File: config.mk
export PLATFORM = sky130hd
export DESIGN_NAME = mult_div_unit
export DESIGN_NICKNAME = d
export VERILOG_FILES = /design/src/rtl/mult_div_unit.sv
export SDC_FILE = /design/constraint.sdc
export NUM_CORES = 1
export LEC_CHECK = 0
export ABC_AREA = 0
export BUFFER_PORTS_ARGS = -buffer_cell sky130_fd_sc_hd__buf_2
export CORE_MARGIN = 5
export CORE_UTILIZATION = 40
export DETAILED_ROUTE_END_ITERATION = 10
export GPL_TIMING_DRIVEN = 1
export MAX_ROUTING_LAYER = met4
export SLEW_MARGIN = 20
export SYNTH_ARGS = -nofsm -noshare
export SYNTH_HDL_FRONTEND = slang
export SYNTH_SLANG_ARGS = --single-unit
File: constraint.sdc
create_clock -name clk -period 3.1 [get_ports clk]
set_input_delay 0 -clock clk [delete_from_list [all_inputs] [get_ports clk]]
set_output_delay 0 -clock clk [all_outputs]
set_load 0.01 [all_outputs]
File: src/rtl/mult_div_unit.sv
// mult_div_unit -- iterative HI/LO multiply/divide unit for the EX stage.
//
// Multiplies by radix-2 shift-add and divides by restoring division, one
// bit per cycle on operand magnitudes. A final FIX cycle applies the sign
// correction and writes HI/LO. MTHI/MTLO write HI/LO directly at issue.
//
// Build option: define MDU_DIV_EN to compile in the divider. Without it,
// DIV/DIVU are decoded as NOP.
//
// Ports:
//   clk    rising-edge clock
//   rst_n  asynchronous active-low reset
//   start  issue strobe, sampled on the rising edge
//   op     3-bit operation code (NOP/MULT/MULTU/DIV/DIVU/MTHI/MTLO/reserved)
//   op_a   rs operand
//   op_b   rt operand
//   flush  kills any in-flight operation and blocks a same-cycle issue
//   busy   operation in progress (stall request)
//   done   one-cycle completion pulse, coincident with new HI/LO
//   hi     HI register
//   lo     LO register
module mult_div_unit #(
  parameter int DATA_WIDTH = 32
) (
  input  logic                  clk,
  input  logic                  rst_n,
  input  logic                  start,
  input  logic [2:0]            op,
  input  logic [DATA_WIDTH-1:0] op_a,
  input  logic [DATA_WIDTH-1:0] op_b,
  input  logic                  flush,
  output logic                  busy,
  output logic                  done,
  output logic [DATA_WIDTH-1:0] hi,
  output logic [DATA_WIDTH-1:0] lo
);

  localparam logic [2:0] OP_MULT  = 3'b001;
  localparam logic [2:0] OP_MULTU = 3'b010;
  localparam logic [2:0] OP_DIV   = 3'b011;
  localparam logic [2:0] OP_DIVU  = 3'b100;
  localparam logic [2:0] OP_MTHI  = 3'b101;
  localparam logic [2:0] OP_MTLO  = 3'b110;
  localparam logic [5:0] LAST_ITER = 6'(DATA_WIDTH - 1);

  typedef enum logic [1:0] {
    ST_IDLE = 2'd0,
    ST_MUL  = 2'd1,
`ifdef MDU_DIV_EN
    ST_DIV  = 2'd2,
`endif
    ST_FIX  = 2'd3
  } state_t;

  state_t                  state_r, state_s;
  logic [5:0]              cnt_r;
  // acc_hi_r/acc_lo_r: product accumulator, or remainder/quotient for divide
  logic [DATA_WIDTH-1:0]   acc_hi_r, acc_lo_r, opnd_r;
  logic                    neg_q_r;
  logic                    busy_r, done_r;
  logic [DATA_WIDTH-1:0]   hi_r, lo_r;
  logic                    accept_s, launch_s, op_signed_s, is_mul_op_s;
  logic [DATA_WIDTH:0]     mul_sum_s;
  logic [2*DATA_WIDTH-1:0] prod_s;
  logic [DATA_WIDTH-1:0]   res_hi_s, res_lo_s;
`ifdef MDU_DIV_EN
  logic [DATA_WIDTH-1:0]   a_r;
  logic                    neg_r_r, dz_r, is_div_r, is_div_op_s;
  logic [DATA_WIDTH:0]     div_trial_s;
`endif

  // Magnitude of a value, treating it as two's complement only when signed.
  function automatic logic [DATA_WIDTH-1:0] mag(input logic [DATA_WIDTH-1:0] v,
                                                input logic sgn);
    if (sgn && v[DATA_WIDTH-1]) begin
      return -v;
    end else begin
      return v;
    end
  endfunction

  // Issue decode: an issue is only taken in IDLE and never alongside flush.
  always_comb begin
    accept_s    = start && !flush && (state_r == ST_IDLE);
    op_signed_s = (op == OP_MULT) || (op == OP_DIV);
    is_mul_op_s = (op == OP_MULT) || (op == OP_MULTU);
`ifdef MDU_DIV_EN
    is_div_op_s = (op == OP_DIV) || (op == OP_DIVU);
    launch_s    = accept_s && (is_mul_op_s || is_div_op_s);
`else
    launch_s    = accept_s && is_mul_op_s;
`endif
  end

  // Next-state logic.
  always_comb begin
    state_s = state_r;
    case (state_r)
      ST_IDLE: begin
        if (accept_s && is_mul_op_s) begin
          state_s = ST_MUL;
`ifdef MDU_DIV_EN
        end else if (accept_s && is_div_op_s) begin
          state_s = ST_DIV;
`endif
        end else begin
          state_s = ST_IDLE;
        end
      end
      ST_MUL: begin
        if (flush) begin
          state_s = ST_IDLE;
        end else if (cnt_r == LAST_ITER) begin
          state_s = ST_FIX;
        end else begin
          state_s = ST_MUL;
        end
      end
`ifdef MDU_DIV_EN
      ST_DIV: begin
        if (flush) begin
          state_s = ST_IDLE;
        end else if (cnt_r == LAST_ITER) begin
          state_s = ST_FIX;
        end else begin
          state_s = ST_DIV;
        end
      end
`endif
      ST_FIX:  state_s = ST_IDLE;
      default: state_s = ST_IDLE;
    endcase
  end

  // Iteration arithmetic and the sign-corrected results written in FIX.
  always_comb begin
    mul_sum_s = {1'b0, acc_hi_r} + {1'b0, opnd_r};
    prod_s    = neg_q_r ? -{acc_hi_r, acc_lo_r} : {acc_hi_r, acc_lo_r};
`ifdef MDU_DIV_EN
    // Trial subtract of the divisor from the remainder shifted left by one.
    div_trial_s = {acc_hi_r, acc_lo_r[DATA_WIDTH-1]} - {1'b0, opnd_r};
    if (is_div_r && dz_r) begin
      res_hi_s = a_r;
      res_lo_s = {DATA_WIDTH{1'b1}};
    end else if (is_div_r) begin
      res_hi_s = neg_r_r ? -acc_hi_r : acc_hi_r;
      res_lo_s = neg_q_r ? -acc_lo_r : acc_lo_r;
    end else begin
      res_hi_s = prod_s[2*DATA_WIDTH-1:DATA_WIDTH];
      res_lo_s = prod_s[DATA_WIDTH-1:0];
    end
`else
    res_hi_s = prod_s[2*DATA_WIDTH-1:DATA_WIDTH];
    res_lo_s = prod_s[DATA_WIDTH-1:0];
`endif
  end

  // State register.
  always_ff @(posedge clk or negedge rst_n) begin
    if (!rst_n) begin
      state_r <= ST_IDLE;
    end else begin
      state_r <= state_s;
    end
  end

  // Datapath, counter and registered outputs.
  always_ff @(posedge clk or negedge rst_n) begin
    if (!rst_n) begin
      cnt_r    <= 6'd0;
      acc_hi_r <= {DATA_WIDTH{1'b0}};
      acc_lo_r <= {DATA_WIDTH{1'b0}};
      opnd_r   <= {DATA_WIDTH{1'b0}};
      neg_q_r  <= 1'b0;
      busy_r   <= 1'b0;
      done_r   <= 1'b0;
      hi_r     <= {DATA_WIDTH{1'b0}};
      lo_r     <= {DATA_WIDTH{1'b0}};
`ifdef MDU_DIV_EN
      a_r      <= {DATA_WIDTH{1'b0}};
      neg_r_r  <= 1'b0;
      dz_r     <= 1'b0;
      is_div_r <= 1'b0;
`endif
    end else begin
      done_r <= 1'b0;
      busy_r <= (state_s != ST_IDLE);
      case (state_r)
        ST_IDLE: begin
          cnt_r <= 6'd0;
          if (launch_s) begin
            acc_hi_r <= {DATA_WIDTH{1'b0}};
            neg_q_r  <= op_signed_s & (op_a[DATA_WIDTH-1] ^ op_b[DATA_WIDTH-1]);
            // Multiply shifts the multiplier (op_b) out of acc_lo; divide
            // shifts the dividend (op_a) out and the quotient in.
            if (is_mul_op_s) begin
              acc_lo_r <= mag(op_b, op_signed_s);
              opnd_r   <= mag(op_a, op_signed_s);
            end else begin
              acc_lo_r <= mag(op_a, op_signed_s);
              opnd_r   <= mag(op_b, op_signed_s);
            end
`ifdef MDU_DIV_EN
            a_r      <= op_a;
            neg_r_r  <= op_signed_s & op_a[DATA_WIDTH-1];
            dz_r     <= (op_b == {DATA_WIDTH{1'b0}});
            is_div_r <= is_div_op_s;
`endif
          end
          if (accept_s && (op == OP_MTHI)) begin
            hi_r <= op_a;
          end
          if (accept_s && (op == OP_MTLO)) begin
            lo_r <= op_a;
          end
        end
        ST_MUL: begin
          if (flush) begin
            cnt_r <= 6'd0;
          end else begin
            cnt_r <= cnt_r + 6'd1;
          end
          if (acc_lo_r[0]) begin
            {acc_hi_r, acc_lo_r} <= {mul_sum_s, acc_lo_r[DATA_WIDTH-1:1]};
          end else begin
            {acc_hi_r, acc_lo_r} <= {1'b0, acc_hi_r, acc_lo_r[DATA_WIDTH-1:1]};
          end
        end
`ifdef MDU_DIV_EN
        ST_DIV: begin
          if (flush) begin
            cnt_r <= 6'd0;
          end else begin
            cnt_r <= cnt_r + 6'd1;
          end
          if (!div_trial_s[DATA_WIDTH]) begin
            acc_hi_r <= div_trial_s[DATA_WIDTH-1:0];
            acc_lo_r <= {acc_lo_r[DATA_WIDTH-2:0], 1'b1};
          end else begin
            acc_hi_r <= {acc_hi_r[DATA_WIDTH-2:0], acc_lo_r[DATA_WIDTH-1]};
            acc_lo_r <= {acc_lo_r[DATA_WIDTH-2:0], 1'b0};
          end
        end
`endif
        ST_FIX: begin
          cnt_r <= 6'd0;
          if (!flush) begin
            hi_r   <= res_hi_s;
            lo_r   <= res_lo_s;
            done_r <= 1'b1;
          end
        end
        default: cnt_r <= 6'd0;
      endcase
    end
  end

  assign busy = busy_r;
  assign done = done_r;
  assign hi   = hi_r;
  assign lo   = lo_r;

endmodule

==> reports/results.ini <==
[run_status]
status=finished clean

[routing]
drc_errors=0
ant_nets=0
dr.pass1.iters=5
wire_per_inst_um=21.3
wl_um=41700
via_count=11384
vias_per_cell=5.81
drt_iter0_markers=1281

[synth]
ys_seq_area_frac=0.374
synth_top_area_cell=dfrtp_1
synth_edf_count=0
syn_area_um2=11400
ys_warn_count=0
synthCells=1356
synth_area_leaders=dfrtp_1 37%, xor2_1 7.1%, o21ai_0 6.7%
ys_seq_elements=171
syn-num-nets=1464
yosys_most_used_dff=dfrtp_1
ys_types=67
yosysTopAreaCellShare=0.374
syn-mean-instance-area_um2=8.43
synthArstFlopShare=1.00

[grt]
grt.total_usage=0.266
grt-ovfl-total=0
antenna_found_initial=1
grt_max_degree=66
grt_pass1_vias=10909
grt_pass1_wl_um=64000

[floorplan]
core_um2=28000
fp.dieH_um=179
num_rows=61
die_area_um2=32100
ioPinCount=137
fp.dieW_um=179
start_util=0.408

[worst_setup_path]
worstSetupStartpointType=register
crit_path_max_fanout=8
cp_num_buf_inv=1
slowest_stage=or4_4
crit_path_cell_trace=or4_4, or4_4, or4_4, buf_4, o41ai_4, xnor2_1, a21oi_1, o21ai_1
endpoint_kind=register
cpPeakStageDelay_ns=0.58
required_ns=3.42
crit_family=simple AND/OR/NAND/NOR gates
critPathKind=reg -> reg
crit_arrival_ns=3.35
cpMostUsedCell=or4_4

[run]
max_cap_viol_count=0

[sta]
final_max_slew_viol_count=0
hold_viol_final=0
fmax_mhz=330
hold_slack_ns=0.0146
setup_viol=0
fin_crit_ns=3.03
max_slew_margin=0.455
rsz0062_at_grt=true
finClkSkew_ns=0.0130
finalCritPeriodShare=0.977
tightestPinTransition_ns=0.816

[hold_path]
hold_path.class=in -> reg

[pwr]
p_leak_uw=0.00611
seq_power_share=0.349
p_sw_uw=4550
swShare=0.437
ir_worst_vdd_uv=392
power_frac_comb=0.445
power_density_nw_per_um2=739
p_int_uw=5850
p_clk_frac=0.206
finalPower_uw=10400

[place]
hpwl_um=31400
placed_cell_area_um2=12800
port_buffers=136
gp_congestion=0.936

[cts]
clock_latency_ns=0.44
cts_tree=built
h-tree-depth=4
clk_pin_slew_worst_paths_ns=0.07
clock_path_buffers=2
root_buffer=clkbuf_16
cts_made_buffers=17
clock-sinks=171

[finish]
post_route_cells_drive_above_1_share=0.170
final_area_um2=14100
finalNetCount=1674
area_growth_pct=23.1

==> state kept, by name, summed over array words and instances (netlist names) <==
signal	flops
neg_q_r	1
cnt_r	6
busy	1
hi	32
state_r	2
acc_lo_r	32
lo	32
acc_hi_r	32
opnd_r	32
done	1
==> placed cells by master, fill, tap and decap left out, types with 5 or more instances in the layout <==
master / netlist / routed
or2_2: 7 / 7
nand4_1: 7 / 7
o22ai_1: 16 / 16
nor4_1: 16 / 15
nand3b_1: 5 / 5
nor2_1: 133 / 132
nand2_1: 160 / 159
or3_1: 17 / 17
ha_1: 36 / 36
and3_1: 10 / 10
a22oi_1: 33 / 33
nand3_1: 13 / 13
a221oi_1: 21 / 21
o41ai_1: 14 / 11
or4_1: 12 / 12
nor3_1: 28 / 26
dfrtp_1: 171 / 170
inv_8: 0 / 5
mux2i_1: 12 / 12
inv_6: 0 / 5
a31oi_1: 8 / 8
dlygate4sd3_1: 0 / 63
o211ai_1: 7 / 7
a21oi_1: 103 / 102
buf_4: 0 / 66
o31ai_1: 40 / 39
inv_1: 16 / 16
and2_1: 5 / 5
xnor2_1: 50 / 50
nor2b_1: 6 / 5
buf_2: 0 / 135
o21ai_0: 153 / 151
nand2b_1: 13 / 13
mux2_2: 6 / 6
a21o_1: 16 / 16
clkbuf_16: 0 / 17
xor2_1: 93 / 93
==> synth_stat cells, types with 10 or more instances <==
master,number
o31ai_1,40
xnor2_1,50
nand3_1,13
nor4_1,16
nand2_1,160
nor3_1,28
a22oi_1,33
mux2i_1,12
or4_1,12
a21oi_1,103
xor2_1,93
o41ai_1,14
inv_1,16
dfrtp_1,171
o22ai_1,16
ha_1,36
a21o_1,16
and3_1,10
nand2b_1,13
clkbuf_1,68
a221oi_1,21
or3_1,17
nor2_1,133
o21ai_0,153
==> metal layers <==
layer | wire [um] | global-route usage
met1 | 19000 | 0.379
met2 | 18600 | 0.395
met3 | 2720 | 0.0291
met4 | 1350 | 0.0924
met5 | 0 | -
==> kinds of logic (layout without fill, tap and decap cells) <==
group | Yosys count | count (layout) | synth area share
AOI/OAI and AO/OA | 446 | 446 | 0.244
xor gates and xnor gates | 143 | 143 | 0.110
adders and majority gates | 37 | 37 | 0.0412
buffers and inverters | 93 | 316 | 0.0319
DFF | 171 | 171 | 0.374
muxes | 18 | 18 | 0.0164
other | 0 | 1 | 0
and+or+nand+nor | 448 | 448 | 0.183
==> area by class of cell <==
cell class | count | area [um2]
fill | 2730 | 13900
multi-input combinational | 1092 | 6840
sequential | 171 | 4280
timing repair buffer | 266 | 1830
tap | 378 | 473
clock buffer | 18 | 429
clock inverter | 14 | 143
inverter | 18 | 67.6
antenna | 1 | 2.50
==> path summary, 6_finish.rpt <==
kind	cells after the start	startpoint	slack, ns	end
worst min-delay path	3	op_a[26]	0.01	opnd_r[26]
worst max register to register	8	acc_lo_r[4]	0.07	hi[0]
max in group asynchronous	3	rst_n	2.13	acc_hi_r[2]
worst min register to register	1	cnt_r[5]	0.46	state_r[1]
min in group asynchronous	2	rst_n	0.08	acc_hi_r[26]
worst max-delay path	8	acc_lo_r[4]	0.07	hi[0]
==> power groups by stage <==
stage	combinational (uW)	sequential [uW]	clock [uW]
2_1_floorplan	2850	3500	0
3_3_place_gp	4420	3620	0
3_5_place_dp	4480	3640	0
4_1_cts	4570	3600	2180
5_1_grt	5080	3690	2280
6_report	4630	3630	2140
==> per-stage QoR <==
step | setup slack (ns) | setup TNS (ns) | cells | util
5_1_grt | -0.0123 | -0.0123 | 1958 | 0.502
3_3_place_gp | 0.132 | 0 | 1861 | 0.457
2_1_floorplan | 0.0508 | 0 | 1356 | -
4_1_cts | 0.0319 | 0 | 1956 | 0.500
6_report | 0.0722 | 0 | 1958 | 0.502
3_5_place_dp | 0.0652 | 0 | 1861 | 0.457
==> timing repair <==
action,CTS,global route
endpoints found under the hold margin,122,0
setup buffers,0,1
endpoints found under the setup margin,0,15
hold buffers,63,0
gates resized for setup,0,9
==> worst min-delay path: cells and delay by family <==
family / cells / cell delay [ns]
buf+inv: 1 / 0.18
xor+xnor: 1 / 0.10
compound gates: 1 / 0.13
No activity file was read; power rests on OpenSTA's default activity.
